## config.mk

```make
export PLATFORM = sky130hd
export DESIGN_NAME = flow_tile_averager_flat
export DESIGN_NICKNAME = d
export VERILOG_FILES = /design/src/rtl/of_pkg.sv /design/src/rtl/flow_tile_averager_if.sv /design/src/rtl/flow_tile_averager_pixel_cord_gen.sv /design/src/rtl/flow_tile_averager.sv /design/src/flat_wrapper.sv
export SDC_FILE = /design/constraint.sdc
export NUM_CORES = 2
export LEC_CHECK = 0
export CORE_MARGIN = 2
export CORE_UTILIZATION = 40
export CTS_BUF_LIST = sky130_fd_sc_hd__clkbuf_8
export DETAILED_ROUTE_END_ITERATION = 7
export SLEW_MARGIN = 5
export SYNTH_ARGS = -nofsm -noshare
export SYNTH_HDL_FRONTEND = slang
export SYNTH_HIERARCHICAL = 1
export SYNTH_SLANG_ARGS = --single-unit
```

## constraint.sdc

```tcl
create_clock -name clk -period 17.44 [get_ports clk]
set_input_delay 5.232 -clock clk [delete_from_list [all_inputs] [get_ports clk]]
set_output_delay 5.232 -clock clk [all_outputs]
set_load 0.05 [all_outputs]
```

## src/rtl/of_pkg.sv

```systemverilog
// ============================================================================
// of_pkg : shared widths, tile geometry and FSM encoding for the flow path
// Rev 1.0
// ============================================================================
`default_nettype none

package of_pkg;

  localparam int OF_CALC_WIDTH = 12;
  localparam int X_CORD_WIDTH  = 11;
  localparam int Y_CORD_WIDTH  = 11;
  localparam int FRAME_WIDTH   = 1280;
  localparam int FRAME_HEIGHT  = 1040;
  localparam int VEC_BOX_WIDTH = 32;
  localparam int BOX_LOG2      = 5;
  localparam int TILE_COLS     = FRAME_WIDTH / VEC_BOX_WIDTH;
  localparam int TILE_ROWS     = FRAME_HEIGHT / VEC_BOX_WIDTH;
  localparam int ACC_WIDTH     = OF_CALC_WIDTH + 2 * BOX_LOG2;
  localparam int COL_WIDTH     = X_CORD_WIDTH - BOX_LOG2;
  localparam int ROW_WIDTH     = Y_CORD_WIDTH - BOX_LOG2;

  typedef enum logic [0:0] {
    WAIT_VS = 1'b0,
    ACTIVE  = 1'b1
  } fsm_state_t;

endpackage

`default_nettype wire

```

## src/rtl/flow_tile_averager_if.sv

```systemverilog
// ============================================================================
// flow_tile_averager_if : per-pixel flow stream in, per-tile vectors out
// Rev 1.0
// ============================================================================
`default_nettype none

interface flow_tile_averager_if;
  import of_pkg::*;

  logic signed [OF_CALC_WIDTH-1:0] vx;
  logic signed [OF_CALC_WIDTH-1:0] vy;
  logic                            pix_valid;
  logic                            HS;
  logic                            VS;
  logic signed [OF_CALC_WIDTH-1:0] vec_x_avg;
  logic signed [OF_CALC_WIDTH-1:0] vec_y_avg;
  logic [COL_WIDTH-1:0]            vec_col;
  logic [ROW_WIDTH-1:0]            vec_row;
  logic                            vec_valid;
  logic                            frame_done;

  modport master (
    output vx, vy, pix_valid, HS, VS,
    input  vec_x_avg, vec_y_avg, vec_col, vec_row, vec_valid, frame_done
  );

  modport slave (
    input  vx, vy, pix_valid, HS, VS,
    output vec_x_avg, vec_y_avg, vec_col, vec_row, vec_valid, frame_done
  );

endinterface

`default_nettype wire

```

## src/rtl/flow_tile_averager_pixel_cord_gen.sv

```systemverilog
// ============================================================================
// pixel_cord_gen : sync edge detect, frame FSM and pixel x/y counters
// Rev 1.0
// ============================================================================
`default_nettype none

module pixel_cord_gen #(
  parameter int FRAME_WIDTH  = of_pkg::FRAME_WIDTH,
  parameter int FRAME_HEIGHT = of_pkg::FRAME_HEIGHT
) (
  input  wire logic                            clk,
  input  wire logic                            rst_n,
  input  wire logic                            hs,
  input  wire logic                            vs,
  input  wire logic                            pix_valid,
  output logic [of_pkg::X_CORD_WIDTH-1:0]      x_pos,
  output logic [of_pkg::Y_CORD_WIDTH-1:0]      y_pos,
  output logic                                 accept
);
  import of_pkg::*;

  fsm_state_t              r_state;
  fsm_state_t              w_state_nxt;
  logic                    w_active;
  logic                    r_hs_d;
  logic                    r_vs_d;
  logic                    w_hs_rise;
  logic                    w_vs_rise;
  logic [X_CORD_WIDTH-1:0] r_x_cnt;
  logic [X_CORD_WIDTH-1:0] w_x_eff;
  logic [X_CORD_WIDTH-1:0] w_x_nxt;
  logic [Y_CORD_WIDTH-1:0] r_y_cnt;
  logic [Y_CORD_WIDTH-1:0] w_y_eff;
  logic                    r_line_seen;
  logic                    w_seen_eff;

  assign w_hs_rise = hs & ~r_hs_d;
  assign w_vs_rise = vs & ~r_vs_d;

  always_ff @(posedge clk or negedge rst_n) begin
    if (!rst_n) begin
      r_state <= WAIT_VS;
    end else begin
      r_state <= w_state_nxt;
    end
  end

  always_comb begin
    w_state_nxt = r_state;
    if (r_state == WAIT_VS && w_vs_rise) begin
      w_state_nxt = ACTIVE;
    end
  end

  always_comb begin
    w_active = (r_state == ACTIVE);
  end

  // Sync clears apply before the pixel in the same cycle is placed.
  always_comb begin
    w_x_eff    = r_x_cnt;
    w_y_eff    = r_y_cnt;
    w_seen_eff = r_line_seen;
    if (w_vs_rise) begin
      w_x_eff    = '0;
      w_y_eff    = '0;
      w_seen_eff = 1'b0;
    end else if (w_hs_rise) begin
      w_x_eff = '0;
      if (r_line_seen) begin
        w_y_eff    = r_y_cnt + Y_CORD_WIDTH'(1);
        w_seen_eff = 1'b0;
      end
    end
  end

  always_comb begin
    accept = w_active && pix_valid
          && (w_x_eff < X_CORD_WIDTH'(FRAME_WIDTH))
          && (w_y_eff < Y_CORD_WIDTH'(FRAME_HEIGHT));
    w_x_nxt = w_x_eff;
    if (w_active && pix_valid && (w_x_eff != '1)) begin
      w_x_nxt = w_x_eff + X_CORD_WIDTH'(1);
    end
  end

  always_ff @(posedge clk or negedge rst_n) begin
    if (!rst_n) begin
      r_hs_d      <= 1'b0;
      r_vs_d      <= 1'b0;
      r_x_cnt     <= '0;
      r_y_cnt     <= '0;
      r_line_seen <= 1'b0;
    end else begin
      r_hs_d      <= hs;
      r_vs_d      <= vs;
      r_x_cnt     <= w_x_nxt;
      r_y_cnt     <= w_y_eff;
      r_line_seen <= w_seen_eff | accept;
    end
  end

  assign x_pos = w_x_eff;
  assign y_pos = w_y_eff;

endmodule

`default_nettype wire

```

## src/rtl/flow_tile_averager.sv

```systemverilog
// ============================================================================
// flow_tile_averager : sums each square tile of flow and emits its average
// Rev 1.0
// ============================================================================
`default_nettype none

module flow_tile_averager #(
  parameter int FRAME_WIDTH  = of_pkg::FRAME_WIDTH,
  parameter int FRAME_HEIGHT = of_pkg::FRAME_HEIGHT
) (
  input  wire logic                        clk,
  input  wire logic                        rst_n,
  flow_tile_averager_if.slave              bus,
  output logic [of_pkg::X_CORD_WIDTH-1:0]  x_cord,
  output logic [of_pkg::Y_CORD_WIDTH-1:0]  y_cord
);
  import of_pkg::*;

  localparam int c_tile_cols = FRAME_WIDTH / VEC_BOX_WIDTH;
  localparam int c_tile_rows = FRAME_HEIGHT / VEC_BOX_WIDTH;
  localparam int c_col_idx_w = (c_tile_cols > 1) ? $clog2(c_tile_cols) : 1;

  logic [X_CORD_WIDTH-1:0]  w_x_pos;
  logic [Y_CORD_WIDTH-1:0]  w_y_pos;
  logic                     w_accept;
  logic [BOX_LOG2-1:0]      w_tx;
  logic [BOX_LOG2-1:0]      w_ty;
  logic [COL_WIDTH-1:0]     w_col;
  logic [ROW_WIDTH-1:0]     w_row;
  logic [c_col_idx_w-1:0]   w_col_idx;
  logic                     w_tile_end_x;
  logic                     w_tile_end_y;

  logic signed [ACC_WIDTH-1:0] w_vx_ext;
  logic signed [ACC_WIDTH-1:0] w_vy_ext;
  logic signed [ACC_WIDTH-1:0] r_line_acc_x;
  logic signed [ACC_WIDTH-1:0] r_line_acc_y;
  logic signed [ACC_WIDTH-1:0] w_line_base_x;
  logic signed [ACC_WIDTH-1:0] w_line_base_y;
  logic signed [ACC_WIDTH-1:0] w_line_sum_x;
  logic signed [ACC_WIDTH-1:0] w_line_sum_y;
  logic signed [ACC_WIDTH-1:0] w_col_base_x;
  logic signed [ACC_WIDTH-1:0] w_col_base_y;
  logic signed [ACC_WIDTH-1:0] w_tile_sum_x;
  logic signed [ACC_WIDTH-1:0] w_tile_sum_y;
  logic signed [ACC_WIDTH-1:0] r_col_acc_x [0:c_tile_cols-1];
  logic signed [ACC_WIDTH-1:0] r_col_acc_y [0:c_tile_cols-1];

  logic signed [OF_CALC_WIDTH-1:0] r_vec_x_avg;
  logic signed [OF_CALC_WIDTH-1:0] r_vec_y_avg;
  logic [COL_WIDTH-1:0]            r_vec_col;
  logic [ROW_WIDTH-1:0]            r_vec_row;
  logic                            r_vec_valid;
  logic                            r_frame_done;
  logic [X_CORD_WIDTH-1:0]         r_x_cord;
  logic [Y_CORD_WIDTH-1:0]         r_y_cord;

  pixel_cord_gen #(
    .FRAME_WIDTH  (FRAME_WIDTH),
    .FRAME_HEIGHT (FRAME_HEIGHT)
  ) u_cord_gen (
    .clk       (clk),
    .rst_n     (rst_n),
    .hs        (bus.HS),
    .vs        (bus.VS),
    .pix_valid (bus.pix_valid),
    .x_pos     (w_x_pos),
    .y_pos     (w_y_pos),
    .accept    (w_accept)
  );

  assign w_tx         = w_x_pos[BOX_LOG2-1:0];
  assign w_ty         = w_y_pos[BOX_LOG2-1:0];
  assign w_col        = w_x_pos[X_CORD_WIDTH-1:BOX_LOG2];
  assign w_row        = w_y_pos[Y_CORD_WIDTH-1:BOX_LOG2];
  assign w_col_idx    = w_col[c_col_idx_w-1:0];
  assign w_tile_end_x = &w_tx;
  assign w_tile_end_y = &w_ty;

  assign w_vx_ext = {{(ACC_WIDTH-OF_CALC_WIDTH){bus.vx[OF_CALC_WIDTH-1]}}, bus.vx};
  assign w_vy_ext = {{(ACC_WIDTH-OF_CALC_WIDTH){bus.vy[OF_CALC_WIDTH-1]}}, bus.vy};

  // First pixel of a tile line / first line of a tile start from zero.
  always_comb begin
    w_line_base_x = (w_tx == '0) ? '0 : r_line_acc_x;
    w_line_base_y = (w_tx == '0) ? '0 : r_line_acc_y;
    w_line_sum_x  = w_line_base_x + w_vx_ext;
    w_line_sum_y  = w_line_base_y + w_vy_ext;
    w_col_base_x  = (w_ty == '0) ? '0 : r_col_acc_x[w_col_idx];
    w_col_base_y  = (w_ty == '0) ? '0 : r_col_acc_y[w_col_idx];
    w_tile_sum_x  = w_col_base_x + w_line_sum_x;
    w_tile_sum_y  = w_col_base_y + w_line_sum_y;
  end

  always_ff @(posedge clk) begin
    if (w_accept && w_tile_end_x) begin
      r_col_acc_x[w_col_idx] <= w_tile_sum_x;
      r_col_acc_y[w_col_idx] <= w_tile_sum_y;
    end
  end

  // ACC_WIDTH is exactly OF_CALC_WIDTH + 2*BOX_LOG2, so this slice is the
  // floor-rounded arithmetic shift with nothing lost above it.
  always_ff @(posedge clk or negedge rst_n) begin
    if (!rst_n) begin
      r_line_acc_x <= '0;
      r_line_acc_y <= '0;
      r_vec_x_avg  <= '0;
      r_vec_y_avg  <= '0;
      r_vec_col    <= '0;
      r_vec_row    <= '0;
      r_vec_valid  <= 1'b0;
      r_frame_done <= 1'b0;
      r_x_cord     <= '0;
      r_y_cord     <= '0;
    end else begin
      r_vec_valid  <= 1'b0;
      r_frame_done <= 1'b0;
      if (w_accept) begin
        r_line_acc_x <= w_line_sum_x;
        r_line_acc_y <= w_line_sum_y;
        r_x_cord     <= w_x_pos;
        r_y_cord     <= w_y_pos;
        if (w_tile_end_x && w_tile_end_y) begin
          r_vec_valid  <= 1'b1;
          r_vec_x_avg  <= w_tile_sum_x[2*BOX_LOG2 +: OF_CALC_WIDTH];
          r_vec_y_avg  <= w_tile_sum_y[2*BOX_LOG2 +: OF_CALC_WIDTH];
          r_vec_col    <= w_col;
          r_vec_row    <= w_row;
          r_frame_done <= (w_col == COL_WIDTH'(c_tile_cols - 1))
                       && (w_row == ROW_WIDTH'(c_tile_rows - 1));
        end
      end
    end
  end

  assign bus.vec_x_avg  = r_vec_x_avg;
  assign bus.vec_y_avg  = r_vec_y_avg;
  assign bus.vec_col    = r_vec_col;
  assign bus.vec_row    = r_vec_row;
  assign bus.vec_valid  = r_vec_valid;
  assign bus.frame_done = r_frame_done;
  assign x_cord         = r_x_cord;
  assign y_cord         = r_y_cord;

endmodule

`default_nettype wire

```

## src/flat_wrapper.sv

```systemverilog
// flat-port wrapper written by rule: the top's interface ports become plain ports
module flow_tile_averager_flat import of_pkg::*;
#(
  parameter int FRAME_WIDTH  = of_pkg::FRAME_WIDTH,
  parameter int FRAME_HEIGHT = of_pkg::FRAME_HEIGHT
)
  (clk, rst_n, x_cord, y_cord, bus_vx, bus_vy, bus_pix_valid, bus_HS, bus_VS, bus_vec_x_avg, bus_vec_y_avg, bus_vec_col, bus_vec_row, bus_vec_valid, bus_frame_done);
  flow_tile_averager_if bus_i ();
  input  wire logic clk;
  input  wire logic rst_n;
  output logic [of_pkg::X_CORD_WIDTH-1:0] x_cord;
  output logic [of_pkg::Y_CORD_WIDTH-1:0] y_cord;
  input wire logic [$bits(bus_i.vx)-1:0] bus_vx;
  input wire logic [$bits(bus_i.vy)-1:0] bus_vy;
  input wire logic [$bits(bus_i.pix_valid)-1:0] bus_pix_valid;
  input wire logic [$bits(bus_i.HS)-1:0] bus_HS;
  input wire logic [$bits(bus_i.VS)-1:0] bus_VS;
  output wire logic [$bits(bus_i.vec_x_avg)-1:0] bus_vec_x_avg;
  output wire logic [$bits(bus_i.vec_y_avg)-1:0] bus_vec_y_avg;
  output wire logic [$bits(bus_i.vec_col)-1:0] bus_vec_col;
  output wire logic [$bits(bus_i.vec_row)-1:0] bus_vec_row;
  output wire logic [$bits(bus_i.vec_valid)-1:0] bus_vec_valid;
  output wire logic [$bits(bus_i.frame_done)-1:0] bus_frame_done;
  assign bus_i.vx = bus_vx;
  assign bus_i.vy = bus_vy;
  assign bus_i.pix_valid = bus_pix_valid;
  assign bus_i.HS = bus_HS;
  assign bus_i.VS = bus_VS;
  assign bus_vec_x_avg = bus_i.vec_x_avg;
  assign bus_vec_y_avg = bus_i.vec_y_avg;
  assign bus_vec_col = bus_i.vec_col;
  assign bus_vec_row = bus_i.vec_row;
  assign bus_vec_valid = bus_i.vec_valid;
  assign bus_frame_done = bus_i.frame_done;
  flow_tile_averager #(.FRAME_WIDTH(FRAME_WIDTH), .FRAME_HEIGHT(FRAME_HEIGHT)) u_core (.clk(clk), .rst_n(rst_n), .bus(bus_i), .x_cord(x_cord), .y_cord(y_cord));
endmodule
```

Word level (Yosys, flattened, before mapping). Memories as Yosys holds them, arrays and structs flattened. Index checks and enable logic that the tools add are counted.

Bits in registers: 130. Memory bits (writable): 1760. Input port bits: 29. Output and inout bits: 60. Logic and storage cells: 66. Memories: 2.

Memory list: u_core.r_col_acc_x (depth 40, bits a word 22, read ports 1, clocked after Yosys merged registers in 0, wr ports 1, RTL line flow_tile_averager.sv:46) `logic signed [ACC_WIDTH-1:0] r_col_acc_x [0:c_tile_cols-1];`; u_core.r_col_acc_y (depth 40, bits a word 22, read ports 1, clocked after Yosys merged registers in 0, wr ports 1, RTL line flow_tile_averager.sv:47) `logic signed [ACC_WIDTH-1:0] r_col_acc_y [0:c_tile_cols-1];`.

Add/sub/neg operators: 6. Magnitude comparators: 2. Eq/ne operators: 3. Muxes and demuxes: 18. Bitwise gates (word level): 6. Reductions and logical operators: 13.

Operators with widths (number): 22-bit two-way mux (4); 11-bit two-way mux (6); 22-bit by 12-bit adder with 22-bit output (2); 22-bit adder (2); 11-bit by 1-bit adder with 11-bit output, second input constant (2); 11-bit < comparator, second input constant (2); 11-bit != test, second input constant (1); 5-bit zero test (2); 5-bit AND reduction (2); 1-bit logical AND (8); 1-bit two-way mux (8); 6-bit by 5-bit equality test with 1-bit output, second input constant (1); 6-bit equality test, second input constant (1); 1-bit NOT (3); 1-bit AND (2); 2-bit AND reduction (1); 1-bit OR (1).

Logic depth before layout (Yosys ltp).
Depth after elaboration: 10. Gate-level depth with buffers: 32. Mapped depth without buffers: 28.

Modules after synthesis. Netlist, hierarchy kept.

Modules (own cells, without submodules): flow_tile_averager (instances 1, cells each 4514, area an instance 74013.5 um^2, sequential area each 55453.2 um^2); pixel_cord_gen (instances 1, cells each 148, area an instance 1462.7 um^2, sequential area each 650.6 um^2).

Worst setup path after synthesis. Ideal clock, no wire load.

Kind: input port to flip-flop. Start point: in bus_VS. End point: mem u_core/r_col_acc_y[0][21] (netlist name), data pin. Setup time: 437 ps. Data arrival time: 11443 ps. Data required time: 17003 ps. Path slack: 5559 ps. Cell stages on the path: 30. Buffers on the path: 3. Cells stage by stage: nor2b_1 clkbuf_1 nor2_1 clkbuf_1 and2_1 nor3_1 nand2_1 clkbuf_1 and2_1 ha_1 inv_1 fa_1 nor2b_1 o21ai_1 a21oi_1 o21ai_1 a21oi_1 o31a_1 o21ai_0 a21o_1 and2_1 ha_1 and2_1 a221o_1 o21ai_0 a31oi_1 o211ai_1 o21ai_0 xor2_1 xnor2_1.

Word-level cells in the longest chain between the ends: 6. Elaborated cells on any way between the ends: 10. Those cells by class: add/sub: 2; mux: 4; bitwise: 1; reduce/logical: 2; memory: 1.

RTL lines: start: declaration (RTL line flat_wrapper.sv:17) `input wire logic [$bits(bus_i.VS)-1:0] bus_VS;`; 1-bit AND (RTL line flow_tile_averager_pixel_cord_gen.sv:38) `assign w_vs_rise = vs & ~r_vs_d;`; 11-bit two-way mux (RTL line flow_tile_averager_pixel_cord_gen.sv:64) `if (w_vs_rise) begin`; net u_core.w_x_pos[2] (RTL line flow_tile_averager.sv:23) `logic [X_CORD_WIDTH-1:0] w_x_pos;`; 5-bit zero test (RTL line flow_tile_averager.sv:86) `w_line_base_y = (w_tx == '0) ? '0 : r_line_acc_y;`; 22-bit two-way mux (RTL line flow_tile_averager.sv:86); 22-bit by 12-bit adder with 22-bit output (RTL line flow_tile_averager.sv:88) `w_line_sum_y = w_line_base_y + w_vy_ext;`; net u_core.w_line_sum_y[14] (RTL line flow_tile_averager.sv:41) `logic signed [ACC_WIDTH-1:0] w_line_sum_y;`; 22-bit adder (RTL line flow_tile_averager.sv:92) `w_tile_sum_y = w_col_base_y + w_line_sum_y;`; net u_core.w_tile_sum_y[21] (RTL line flow_tile_averager.sv:45) `logic signed [ACC_WIDTH-1:0] w_tile_sum_y;`; end: declaration (RTL line flow_tile_averager.sv:47).

The timed path passes the listed nets, and every way through them passes these cells.

Worst setup path after layout.
Start point: in bus_HS. End point: mem u_core/r_col_acc_x[25][20] (netlist name), data pin.

Elaborated cells on any way between the ends: 12. Those cells by class: add/sub: 2; mux: 6; bitwise: 1; reduce/logical: 2; memory: 1.

RTL lines: start: declaration (RTL line flat_wrapper.sv:16) `input wire logic [$bits(bus_i.HS)-1:0] bus_HS;`; 1-bit AND (RTL line flow_tile_averager_pixel_cord_gen.sv:37) `assign w_hs_rise = hs & ~r_hs_d;`; 11-bit two-way mux (RTL line flow_tile_averager_pixel_cord_gen.sv:68) `end else if (w_hs_rise) begin`; 11-bit two-way mux (RTL line flow_tile_averager_pixel_cord_gen.sv:64); net u_core.w_x_pos[6] (RTL line flow_tile_averager.sv:23); memory read 40 x 22 bit; 22-bit two-way mux (RTL line flow_tile_averager.sv:89) `w_col_base_x = (w_ty == '0) ? '0 : r_col_acc_x[w_col_idx];`; 22-bit adder (RTL line flow_tile_averager.sv:91) `w_tile_sum_x = w_col_base_x + w_line_sum_x;`; net u_core.w_tile_sum_x[20] (RTL line flow_tile_averager.sv:44) `logic signed [ACC_WIDTH-1:0] w_tile_sum_x;`; end: declaration (RTL line flow_tile_averager.sv:46).

The timed path passes the listed nets, and every way through them passes these cells.

==> reports/results.tsv <==
stage	metric	value	unit
status	status	finished clean	
layout	Area growth syn-to-layout	13.7	%
clocking	clk buf depth	4	
routing	drt pass-1 iters	6	
hold_path	worst hold path depth	2	
setup_path	max incr delay on CP	1090	ps
placement	hpwl dp	136000	um
clocking	total CTS buffers	315	
setup_path	crit-path most repeated cell	buf_4	
yosys	Seq/Total Area, Yosys	74.3	%
setup_path	Crit path max-delay family	simple AND/OR/NAND/NOR gates	
layout	Final nets	5068	
yosys	Syn. warnings	6	
yosys	cell count after synthesis	4662	
setup_path	Crit Path Category	primary input to flop	
clocking	Root Driver	clkbuf_8	
setup_path	Critical Path Sink Type	flop	
floorplan	die area	192000	um^2
yosys	Post-synth EDFFs	1760	
yosys	Synth Net Count	4781	
clocking	CTS tree	built	
sta	Hold Vio Cnt, Final	0	
routing	routed vias/inst	6.23	
clocking	H-tree levels	5	
setup_path	Worst R2R Path Depth	24	
yosys	count leader, synth	edfxtp_1	
grt	initial antenna violation count	2	
routing	final WL	250000	um
placement	IO buf count	88	
floorplan	Die H	438	um
power	worst vdd ir	191	uV
routing	Avg WL per Cell	32.7	um
sta	RSZ-0062 raised after global routing	false	
sta	Slew Limit Fails	0	
power	pwr dens	161	nW/um^2
grt	GRT Util Overall	25.6	%
sta	Setup Viol. Count Final	0	
yosys	top post-synthesis cells by count	edfxtp_1 (1760), a22oi_1 (363), a21oi_1 (230)	
hold_path	min-delay worst type	flop to flop	
grt	largest net degree at the start of global routing	115	
layout	FILL cells	16100	
power	Lkg Pwr	28.1	nW
layout	share of layout cells above drive strength 1	16.8	%
sta	highest achievable clock rate	78.2	MHz
sta	clk_skew	55.4	ps
clocking	cts-stage hold buffer count	0	
sta	Post-Route Setup TNS	0	ps
clocking	clock slew at reported path FFs	50	ps
floorplan	I/O pin count	89	
clocking	worst skew pair latency	1050	ps
setup_path	Critical Path Slowest Stage Cell	nor2_4	
floorplan	Die W	438	um
yosys	post-synth top area cell	edfxtp_1	
floorplan	Initial Utilization	40.2	%
power	Total Power Consumption	0.0138	W
clocking	post_cts resized	0	
yosys	Most used DFF post-synth	edfxtp_1	
setup_path	worst path cell trace	clkdlybuf4s50_1 -> nor2b_1 -> nor2_1 -> and2_4 -> buf_4 -> nand2_2 -> nor2_4 -> buf_4 -> a221oi_1 -> a31oi_1 -> a21oi_1 -> or3_1 -> a21oi_1 -> ha_1 -> nand2_1 -> o21ai_1 -> a21o_1 -> a21o_1 -> o21ai_0 -> o21ai_0 -> a41oi_1 -> mux2i_1 -> o211ai_1 -> buf_4	
yosys	Cell variety after synth	88	
placement	Routability Congestion	0.913	
clocking	Clock Sinks	1890	
run	Max Cap Viol	0	
routing	Initial DRC Count	6623	
yosys	Avg Cell Area, Syn	16.2	um^2
setup_path	CP Data Arrival Time	13490	ps
yosys	post-synthesis cell area	75500	um^2
setup_path	Req. time, crit path	18140	ps
floorplan	# rows	159	
sta	period utilisation layout	73.4	%
grt	first-pass GRT wire length	349000	um
layout	flip-flop and latch area	56100	um^2
yosys	post-synth top area share	70.0	%
routing	DRC violations left	0	
setup_path	WP buf/inv	4	
yosys	Post-synth ARST share	6.88	%
setup_path	flop-to-flop setup slack	9050	ps
grt	GRT Residual Overflow	0	
layout	footprint of the multi-input gates	18700	um^2
clocking	Setup Fix Bufs, Post-CTS	0	
sta	Least-Margin Pin Slew	1430	ps
routing	DR vias	47700	
sta	max_slew headroom	4.54	%
setup_path	Crit path depth	24	
routing	Antenna Nets Post-Route	0	
yosys	most area-consuming cells after synthesis	edfxtp_1 (70%), dfrtp_1 (4.3%), a22oi_1 (3.6%)	
setup_path	CP max FO	40	
floorplan	CORE AREA	188000	um^2
setup_path	Worst Setup Start Kind	primary input	
yosys	FF+latch count, synth	1890	
sta	min cycle time layout	12790	ps
grt	vias in the first global route	45600	
## per-stage QoR
stage / hold WS [ps] / worst slack (ps) / instance area [um^2] / util (%) / instances
floorplan: 460 / 5560 / 75500 / - / 4662
global placement: 463 / 4050 / 80200 / 42.8 / 7127
detailed placement: 463 / 3920 / 80200 / 42.8 / 7127
CTS: 478 / 4980 / 85800 / 45.7 / 7658
global route: 497 / 4400 / 85800 / 45.7 / 7659
finish: 472 / 4650 / 85800 / 45.7 / 7661
## cell type report
type | count | share of cell area, %
Clock inverter | 203 | 1.20
Clock buffer | 328 | 5.26
Antenna cell | 3 | 0.00875
Inverter | 42 | 0.185
Timing Repair Buffer | 250 | 2.56
Sequential cell | 1890 | 65.4
Tap cell | 2495 | 3.64
Multi-Input combinational cell | 2450 | 21.7
## worst paths after layout
| kind | startpoint | endpoint |
|---|---|---|
| setup / recovery | bus_HS | u_core/r_col_acc_x[25][20]$_DFFE_PP_ |
| hold / removal | u_core/bus.vec_x_avg[5]$_DFFE_PN0P_ | u_core/bus.vec_x_avg[5]$_DFFE_PN0P_ |
| setup reg to reg | u_core/u_cord_gen/r_vs_d$_DFF_PN0_ | u_core/r_col_acc_x[25][20]$_DFFE_PP_ |
| hold reg to reg | u_core/bus.vec_x_avg[5]$_DFFE_PN0P_ | u_core/bus.vec_x_avg[5]$_DFFE_PN0P_ |
| max in group asynchronous | rst_n | u_core/r_line_acc_y[19]$_DFFE_PN0P_ |
| min in group asynchronous | rst_n | u_core/u_cord_gen/r_y_cnt[5]$_DFF_PN0_ |
## report_power, final
part	internal, W	switching, W
Sequential	0.00694	0.0000252
Combinational	0.000701	0.00256
Clock	0.00184	0.00175
Total	0.00948	0.00433
## routing by layer
| layer | vias to the layer above | part of all wire, % | global-route usage [%] |
|---|---|---|---|
| li1 | 19400 | - | - |
| met2 | 3145 | 46 | 40.6 |
| met1 | 24700 | 39 | 34.5 |
| met4 | 0 | 3.7 | 9.00 |
| met5 | - | 0 | 0 |
| met3 | 531 | 11 | 5.92 |
## registers in the layout (all words and copies together) (netlist names), 12 cells and up
signal / cells
u_core/bus.vec_y_avg: 12
u_core/r_line_acc_x: 22
u_core/bus.vec_x_avg: 12
u_core/r_col_acc_y: 880
u_core/r_line_acc_y: 22
u_core/r_col_acc_x: 880
## worst register-to-register path, delay by kind of cell (launching register included)
kind | cells | cell delay [ps]
simple gates | 7 | 3090
compound gates | 11 | 2470
buf+inv | 4 | 1410
fa+ha+maj | 1 | 430
flops | 1 | 340
mux | 1 | 260
## kinds of logic after synthesis
logic type	share of synthesized area, %
compound gates	11.9
xor+xnor	1.03
fa+ha+maj	1.53
buf+inv	1.94
flops	74.3
mux	4.61
simple gates	4.63
## cell usage in the layout (no fill, tap or decap), types with 17 or more instances in the layout
| master | instances |
|---|---|
| a21o_1 | 42 |
| a21oi_1 | 229 |
| a221o_1 | 17 |
| a221oi_1 | 197 |
| a22o_1 | 74 |
| a22oi_1 | 363 |
| a31oi_1 | 35 |
| and2_1 | 54 |
| buf_4 | 154 |
| clkbuf_8 | 328 |
| clkdlybuf4s50_1 | 87 |
| clkinv_1 | 62 |
| clkinv_2 | 38 |
| dfrtp_1 | 130 |
| edfxtp_1 | 1760 |
| ha_1 | 86 |
| inv_1 | 123 |
| mux2_2 | 149 |
| mux2i_1 | 92 |
| mux4_2 | 38 |
| nand2_1 | 227 |
| nand2b_1 | 17 |
| nand3_1 | 78 |
| nand4_1 | 52 |
| nor2_1 | 140 |
| nor2_4 | 47 |
| nor2b_1 | 19 |
| nor3_1 | 27 |
| o211ai_1 | 32 |
| o21a_1 | 18 |
| o21ai_0 | 127 |
| xnor2_1 | 35 |
| xnor2_2 | 26 |
| xor2_1 | 17 |
Note: power is estimated with default switching activity, not from simulation.
